$ cat config.mk
export PLATFORM = sky130hd
export DESIGN_NAME = revaluate_arbiter
export DESIGN_NICKNAME = d
export VERILOG_FILES = /design/src/rtl/revaluate_pkg.sv /design/src/rtl/revaluate_rr_pick.sv /design/src/rtl/revaluate_arbiter.sv
export SDC_FILE = /design/constraint.sdc
export NUM_CORES = 1
export LEC_CHECK = 0
export CORE_MARGIN = 2
export CORE_UTILIZATION = 60
export DETAILED_ROUTE_END_ITERATION = 6
export PLACE_DENSITY = 0.83
export SYNTH_ARGS = -nofsm -noshare
export SYNTH_HDL_FRONTEND = slang
export SYNTH_SLANG_ARGS = --single-unit
$ cat constraint.sdc
create_clock -name clk -period 6.9 [get_ports clk]
set_input_delay 1.035 -clock clk [delete_from_list [all_inputs] [get_ports clk]]
set_output_delay 1.035 -clock clk [all_outputs]
set_load 0.05 [all_outputs]
$ cat src/rtl/revaluate_pkg.sv
// Shared definitions for the revaluate engine arbiter and the engine top.
//  - FSM state encodings of the arbiter (plain localparams so older code
//    that compares against raw codes keeps working).
//  - Default requester count and watchdog limit.
//  - Job status codes reported alongside a finished job.
//  - clog2 helper used to size select and watchdog counter widths.
package revaluate_pkg;

  localparam int NREQ_DEF    = 4;
  localparam int TIMEOUT_DEF = 1023;

  localparam logic [2:0] ST_IDLE   = 3'd0;
  localparam logic [2:0] ST_ARB    = 3'd1;
  localparam logic [2:0] ST_LAUNCH = 3'd2;
  localparam logic [2:0] ST_WAIT   = 3'd3;
  localparam logic [2:0] ST_DONE   = 3'd4;
  localparam logic [2:0] ST_ABORT  = 3'd5;

  typedef enum logic [0:0] {
    JOB_OK      = 1'b0,
    JOB_TIMEOUT = 1'b1
  } job_status_e;

  // Number of bits needed to encode 'value' distinct codes (0..value-1).
  function automatic int clog2(input int value);
    int res;
    int v;
    res = 0;
    v   = value - 1;
    while (v > 0) begin
      res = res + 1;
      v   = v >>> 1;
    end
    return res;
  endfunction

endpackage

$ cat src/rtl/revaluate_rr_pick.sv
// Rotating-priority requester pick (purely combinational).
// The search starts at ptr_i and wraps, so the requester just after the last
// owner has the highest priority.
// Ports:
//  req_i  in  NREQ  pending request levels
//  ptr_i  in  SELW  index with highest priority
//  gnt_o  out NREQ  one-hot winner (0 if nothing pending)
//  idx_o  out SELW  binary index of the winner (0 if nothing pending)
//  any_o  out 1     at least one request pending
module revaluate_rr_pick
  import revaluate_pkg::*;
#(
  parameter int NREQ = NREQ_DEF,
  parameter int SELW = clog2(NREQ)
) (
  input  logic [NREQ-1:0] req_i,
  input  logic [SELW-1:0] ptr_i,
  output logic [NREQ-1:0] gnt_o,
  output logic [SELW-1:0] idx_o,
  output logic            any_o
);

  function automatic logic [SELW-1:0] wrap_idx(input int base, input int off);
    int sum;
    sum = (base + off) % NREQ;
    return sum[SELW-1:0];
  endfunction

  logic [SELW-1:0] cand;
  logic            hit;

  // Walk the requesters from ptr_i upward with wrap; the first pending one wins.
  always_comb begin
    gnt_o = '0;
    idx_o = '0;
    any_o = 1'b0;
    cand  = '0;
    hit   = 1'b0;
    for (int i = 0; i < NREQ; i++) begin
      cand        = wrap_idx(int'(ptr_i), i);
      hit         = req_i[cand] & ~any_o;
      gnt_o[cand] = gnt_o[cand] | hit;
      idx_o       = hit ? cand : idx_o;
      any_o       = any_o | hit;
    end
  end

endmodule

$ cat src/rtl/revaluate_arbiter.sv
// Shares one revaluate engine among NREQ requesters.
// A pending requester is picked round-robin, the engine is launched with a
// single start pulse, and the owner gets a done pulse when the engine's
// result is valid, or an err pulse if the watchdog expires first.
// Ports:
//  clk          in   1     clock, rising edge
//  rst          in   1     asynchronous active-low reset
//  req          in   NREQ  request levels, held until done/err
//  gnt          out  NREQ  one-hot owner, 0 when no job is in flight
//  engSel       out  SELW  binary owner index for engine operand/result muxes
//  engStart     out  1     start pulse to the engine controller
//  engReady     in   1     engine controller idle
//  engOutReady  in   1     engine result-valid pulse
//  done         out  NREQ  one-cycle completion pulse to the owner
//  err          out  NREQ  one-cycle watchdog-abort pulse to the owner
//  busy         out  1     arbiter not idle
module revaluate_arbiter
  import revaluate_pkg::*;
#(
  parameter int NREQ    = NREQ_DEF,
  parameter int TIMEOUT = TIMEOUT_DEF,
  parameter int SELW    = clog2(NREQ),
  parameter int CNTW    = clog2(TIMEOUT + 1)
) (
  input  logic            clk,
  input  logic            rst,
  input  logic [NREQ-1:0] req,
  output logic [NREQ-1:0] gnt,
  output logic [SELW-1:0] engSel,
  output logic            engStart,
  input  logic            engReady,
  input  logic            engOutReady,
  output logic [NREQ-1:0] done,
  output logic [NREQ-1:0] err,
  output logic            busy
);

  logic [2:0]      state_q, state_d;
  logic [SELW-1:0] ptr_q, ptr_d;
  logic [CNTW-1:0] cnt_q, cnt_d;
  logic [NREQ-1:0] gnt_q, gnt_d;
  logic [SELW-1:0] sel_q, sel_d;
  // High during the first cycle after any state change; marks ABORT entry.
  logic            entry_q;

  logic [NREQ-1:0] pick_gnt;
  logic [SELW-1:0] pick_idx;
  logic            pick_any;
  logic [SELW-1:0] owner_inc;

  revaluate_rr_pick #(
    .NREQ (NREQ),
    .SELW (SELW)
  ) u_pick (
    .req_i (req),
    .ptr_i (ptr_q),
    .gnt_o (pick_gnt),
    .idx_o (pick_idx),
    .any_o (pick_any)
  );

  // Requester after the current owner, wrapping at NREQ.
  assign owner_inc = (sel_q == SELW'(NREQ - 1)) ? '0 : sel_q + SELW'(1);

  // Next-state logic for the job FSM and its side registers.
  always_comb begin
    state_d = state_q;
    ptr_d   = ptr_q;
    cnt_d   = cnt_q;
    gnt_d   = gnt_q;
    sel_d   = sel_q;
    case (state_q)
      ST_IDLE: begin
        if (|req) begin
          state_d = ST_ARB;
        end else begin
          state_d = ST_IDLE;
        end
      end
      ST_ARB: begin
        // A requester that withdrew before arbitration gets nothing.
        if (pick_any) begin
          state_d = ST_LAUNCH;
          gnt_d   = pick_gnt;
          sel_d   = pick_idx;
        end else begin
          state_d = ST_IDLE;
        end
      end
      ST_LAUNCH: begin
        if (engReady) begin
          state_d = ST_WAIT;
          cnt_d   = '0;
        end else begin
          state_d = ST_LAUNCH;
        end
      end
      ST_WAIT: begin
        // Saturating watchdog; a result in the last allowed cycle still wins.
        cnt_d = (cnt_q == CNTW'(TIMEOUT)) ? cnt_q : cnt_q + CNTW'(1);
        if (engOutReady) begin
          state_d = ST_DONE;
        end else if (cnt_q == CNTW'(TIMEOUT)) begin
          state_d = ST_ABORT;
        end else begin
          state_d = ST_WAIT;
        end
      end
      ST_DONE: begin
        ptr_d   = owner_inc;
        state_d = ST_IDLE;
        gnt_d   = '0;
        sel_d   = '0;
      end
      ST_ABORT: begin
        ptr_d = owner_inc;
        // Hold the grant until the engine has drained the aborted job.
        if (engReady) begin
          state_d = ST_IDLE;
          gnt_d   = '0;
          sel_d   = '0;
        end else begin
          state_d = ST_ABORT;
        end
      end
      default: begin
        state_d = ST_IDLE;
        gnt_d   = '0;
        sel_d   = '0;
      end
    endcase
  end

  // State and job-tracking registers; reset drops any job in flight.
  always_ff @(posedge clk or negedge rst) begin
    if (!rst) begin
      state_q <= ST_IDLE;
      ptr_q   <= '0;
      cnt_q   <= '0;
      gnt_q   <= '0;
      sel_q   <= '0;
      entry_q <= 1'b0;
    end else begin
      state_q <= state_d;
      ptr_q   <= ptr_d;
      cnt_q   <= cnt_d;
      gnt_q   <= gnt_d;
      sel_q   <= sel_d;
      entry_q <= (state_d != state_q);
    end
  end

  assign gnt      = gnt_q;
  assign engSel   = sel_q;
  // Start is only issued when the controller can sample it, so one pulse per job.
  assign engStart = (state_q == ST_LAUNCH) & engReady;
  assign done     = (state_q == ST_DONE) ? gnt_q : '0;
  assign err      = ((state_q == ST_ABORT) && entry_q) ? gnt_q : '0;
  assign busy     = (state_q != ST_IDLE);

endmodule
Yosys cells after proc, flatten, opt, wreduce, memory -nomap -nowiden
Cells that the tools add are included.

Bitwise logic cells: 16. Add/sub/neg operators: 5. Eq/ne operators: 12. Multiplexer cells: 50. Order comparisons: 8. Reductions and logical operators: 13.

Operators with widths (number): $mux 10 (2); $pmux 10 s2 (1); $bmux 1 s2 (8); $mux 2 (8); $mux 4 (4); $pmux 3 s5 (1); $mux 1 (14); $bwmux 4 (3); $lt 2x3->1 const B (4); $pmux 4 s3 (1); $add 10x1->10 const B (1); $eq 10x10->1 const B (1); $mux 3 (3); $demux 1 s2 (4); $ge 2x1->1 const B (4); $ne 2x2->1 const B (4); $or 1x1->1 (7); $eq 3x2->1 const B (2); $eq 3x3->1 const B (2); $pmux 2 s3 (1); $reduce_and 3->1 (2); $logic_and 1x1->1 (5); $add 2x1->2 const B (2); $add 2x2->2 const B (2); other kinds (12) (18).

Flip-flop bits (word level): 22. Word-level logic and storage cells: 110. Input port bits: 8.

Depth between registers and ports, before layout
Depth in word-level cells: 19. Depth in mapped cells: 13.

Hierarchy
Synthesis repeated with hierarchy kept, for this count alone.

Cells, all modules: 214. Area, all modules: 1900.6 um2.

Modules (own cells, without submodules): revaluate_arbiter (area an instance 1212.4 um2, cells an instance 127, instances 1, sequential area each 550.5 um2); revaluate_rr_pick (area an instance 688.2 um2, cells an instance 87, instances 1, sequential area each 0.0 um2).

Least setup slack after synthesis
No wires, ideal clock.

Kind: reg2reg. From: register ptr_q[0]. To: register gnt_q[0], in the netlist gnt[0]. Data arrival time: 3.140 ns. Clock period less this slack: 3.265 ns. Slack: 3.635 ns. Cell stages (with the launch flop): 13. Cell sequence: dfrtp_1 -> buf_6 -> buf_2 -> inv_1 -> ha_1 -> buf_2 -> mux4_1 -> mux2_4 -> a221oi_1 -> mux4_2 -> o2111ai_2 -> a21oi_1 -> o21ai_1.

Longest elaborated chain between the ends: 19.

RTL lines: from (decl) (RTL line revaluate_arbiter.sv:39) `logic [SELW-1:0] ptr_q, ptr_d;`; from (signal assigned) (RTL line revaluate_arbiter.sv:145) `ptr_q <= ptr_d;`; $lt 2x3->1 (not written as such) / $ge 2x1->1 (equally long branches) (RTL line revaluate_rr_pick.sv:42) `gnt_o[cand] = gnt_o[cand] | hit;`; $logic_and 1x1->1 (not written as such) (RTL line revaluate_rr_pick.sv:42); $mux 1 (not written as such) (RTL line revaluate_rr_pick.sv:42); $demux 1 s2; $and 4x4->4 (no line); $bmux 1 s2 (RTL line revaluate_rr_pick.sv:42); $mux 1 (not written as such) (RTL line revaluate_rr_pick.sv:42); $or 1x1->1 (RTL line revaluate_rr_pick.sv:42); (+3 left out); $or 1x1->1 (RTL line revaluate_rr_pick.sv:42); $bwmux 4 (RTL line revaluate_rr_pick.sv:42); $bmux 1 s2 (RTL line revaluate_rr_pick.sv:42); $mux 1 (not written as such) (RTL line revaluate_rr_pick.sv:42); $or 1x1->1 (RTL line revaluate_rr_pick.sv:42); $bwmux 4 (RTL line revaluate_rr_pick.sv:42); $mux 4 (RTL line revaluate_arbiter.sv:82) `if (pick_any) begin`; $pmux 4 s3 (RTL line revaluate_arbiter.sv:72) `case (state_q)`; to (signal assigned) (RTL line revaluate_arbiter.sv:147) `gnt_q <= gnt_d;`; to (decl) (RTL line revaluate_arbiter.sv:41) `logic [NREQ-1:0] gnt_q, gnt_d;`.

Several ways; a longest one is shown, not always the timed one. The select of a mux whose other input is x is not followed. A chain may end at the register's enable or synchronous reset.

Worst setup path after layout
From: register ptr_q[0]. To: register gnt_q[3], in the netlist gnt[3].

The elaborated chain is that of the path after synthesis.

==> flow_metrics.tcl <==
set metrics [dict create \
    place_inst 263 \
    final_cell_mix "nor2_1 (25), nand2_1 (25), clkdlybuf4s50_1 (23)" \
    drive_gt1_frac 0.08120 \
    die_area_mm2 0.003560 \
    setup_viol 0 \
    die_w_um 59.67 \
    cp_slowest_cell "dfrtp_1" \
    end_kind "flop" \
    clkTransAtPathRegs_ns 0.12 \
    power_frac_seq 0.243 \
    status "completed" \
    crit_chain "inv_1 > ha_1 > mux4_1 > mux2_4 > a221oi_1 > mux4_2 > o2111ai_2 > a21oi_1 > o21ai_1" \
    crit_type "reg -> reg" \
    ys_seq_area_frac 0.2961 \
    synth.top_cell.area_share 0.2961 \
    clk-insertion-delay-late_ns 0.30 \
    place_area_mm2 0.002063 \
    synthArstFlopShare 1.000 \
    synthCells 223 \
    grt_antenna_before_repair 0 \
    p_sw_frac 0.5063 \
    start_util 0.6192 \
    stdcell_area_mm2 0.002100 \
    worst-path-max-fanout 28 \
    yosysTopAreaCell "dfrtp_1" \
    hold_buffers 0 \
    final_nets 249 \
    required_ns 7.09 \
    worstReg2RegStart "ptr_q[0]$_DFFE_PN0P_" \
    cap_violations 0 \
    synth_nets 237 \
    clock_tree.htree_level_count 1 \
    syn_area_per_cell_um2 8.338 \
    slew_viol_final 0 \
    slew_headroom 0.3501 \
    period_share 0.6322 \
    grt_first_pass_wirelength_mm 7.403 \
    synthFlopType "dfrtp_1" \
    synth_area_leaders "dfrtp_1 (30%), nand2_1 (5.0%), nor2_1 (5.0%)" \
    critPathLaunchType "flop" \
    gp_congestion 0.9255 \
    clockBufferDepth 2 \
    cellPowerDensity_mw_per_mm2 456.4 \
    worstPathArrival_ns 4.55 \
    synth_area_mm2 0.001859 \
    vdd_drop_max_uv 280.1 \
    post_cts_resize_count 0 \
    cts_buffers 3 \
    total_power_mw 0.9583 \
    postCtsSetupBuffers 0 \
    grt_overflow_total 0 \
    tritoncts "done" \
    grt_max_degree 29 \
    track_usage 0.2666 \
    die_h_um 59.67 \
    rsz0062_at_grt "no" \
    p_leak_nw 0.8627 \
    ys.warnings.count 0 \
    vias 1744 \
    hp-class "reg -> reg" \
    io_pins 24 \
    synth_seq_cells 22 \
    antenna_left 0 \
    post-route-min-period_ns 4.362 \
    p_switching_mw 0.4851 \
    max_slew.worst_pin.slew_ns 0.9718 \
    fp.coreArea_mm2 0.003003 \
    rows 20 \
    cts_root_buffer "clkbuf_4" \
    finalClockSkew_ns 0.001468 \
    synth-edff-count 0 \
    dr.first_iter.drc_count 203 \
    p_int_mw 0.4731 \
    wl_per_cell_um 16.19 \
    maxClockFrequency_ghz 0.2292 \
    hold_viol_final 0 \
    pwr-share-clk 0.073 \
    combPwrFrac 0.684 \
    ys_types 53 \
    nFillCells 249 \
    routed_wl_mm 4.324 \
    antennaDiodeCount 0 \
    remaining_drc_errors 0 \
    finalNonFillerCells 267 \
    syn2layout_area_growth_pct 12.92 \
    slowest_delay_ns 0.91 \
    crit_path_start "ptr_q[0]$_DFFE_PN0P_" \
    portBuffers 23 \
    setup-tns-final_ns 0 \
    utilization 0.6992 \
    via_per_inst 6.532 \
    hpwl_mm 3.195 \
    min_from "engSel[0]$_DFFE_PN0P_" \
    grt_pass1_vias 1656 \
    firstDrtPassIters 5 \
    cts.sinks 22 \
]
synthesized netlist by cell type (2+ instances only):
cell       n
inv_1      6
xnor2_1    3
o21ai_1    4
a211o_1    2
o21ai_0   15
o31ai_1    2
ha_1       6
nor2b_1    5
o211ai_1   2
nor2_1    25
nor3_1     3
nand2_1   25
xor2_1     3
clkbuf_1  13
nand2b_1   4
dfrtp_1   22
mux4_2     3
mux2i_1    3
a31oi_1    2
buf_2      3
and2_1     7
mux2_2     6
a21oi_1   14
and3_1     5
nand3_1    4
a221oi_1   5
a211oi_1   4
or3_1      2
power groups by stage:
stage	Combinational [mW]	Clock [mW]	Sequential (mW)
6_report	0.656	0.0699	0.233
3_3_place_gp	0.620	0	0.230
3_5_place_dp	0.649	0	0.233
4_1_cts	0.652	0.0715	0.231
5_1_grt	0.722	0.0763	0.241
2_1_floorplan	0.508	0	0.237
kinds of logic (layout without fill, tap and decap cells):
group / count (synthesis) / after routing / synth area share
AO/OA/AOI/OAI: 64 / 64 / 0.2382
XOR/XNOR: 6 / 6 / 0.02827
adder cells (fa/ha/maj): 6 / 6 / 0.04038
buffers and inverters: 23 / 34 / 0.05249
flip-flops: 22 / 22 / 0.2961
multiplexers: 14 / 14 / 0.1110
AND/OR/NAND/NOR: 88 / 88 / 0.2335
layout make-up:
type	instances	area (µm²)	share of cell area
Multi-Input combinational cell	178	1211	0.5769
Sequential cell	22	550.5	0.2622
Clock buffer	4	36.28	0.01728
Timing Repair Buffer	24	237.7	0.1132
Tap cell	33	41.29	0.01967
Inverter	6	22.52	0.01073
worst max-delay path, delay by kind of cell (launching register included):
kind	cells	cell delay, ns
flops	1	0.91
compound gates	4	0.95
buf+inv	1	0.28
mux	3	1.29
fa+ha+maj	1	0.81
state kept, by name, summed over array words and instances (netlist names):
register  count
ptr_q         2
state_q       3
cnt_q        10
entry_q       1
gnt           4
engSel        2
per-layer routing:
| metal | wire, µm | global-route usage | vias up |
|---|---|---|---|
| met1 | 1814 | 0.3552 | 839 |
| met2 | 2247 | 0.4550 | 62 |
| li1 | - | - | 833 |
| met4 | 82 | 0.09841 | 0 |
| met3 | 179 | 0.01732 | 10 |
| met5 | 0 | 0 | - |
final timing paths:
path | end | slack (ns) | depth (start not counted)
setup / recovery | gnt[3]$_DFFE_PN0P_ | 2.54 | 9
hold / removal | ptr_q[0]$_DFFE_PN0P_ | 0.53 | 1
setup reg to reg | gnt[3]$_DFFE_PN0P_ | 2.54 | 9
hold reg to reg | ptr_q[0]$_DFFE_PN0P_ | 0.53 | 1
max in group asynchronous | cnt_q[9]$_DFFE_PN0P_ | 5.06 | 1
min in group asynchronous | state_q[2]$_DFF_PN0_ | 1.26 | 1
through the flow:
step | setup WS, ns | hold WS, ns
CTS | 2.602 | 0.5320
global placement | 2.912 | 0.4974
finish | 2.538 | 0.5268
floorplan | 3.635 | 0.5107
detailed placement | 2.632 | 0.5153
global route | 2.207 | 0.5475
Note: power is estimated with default switching activity, not from simulation.
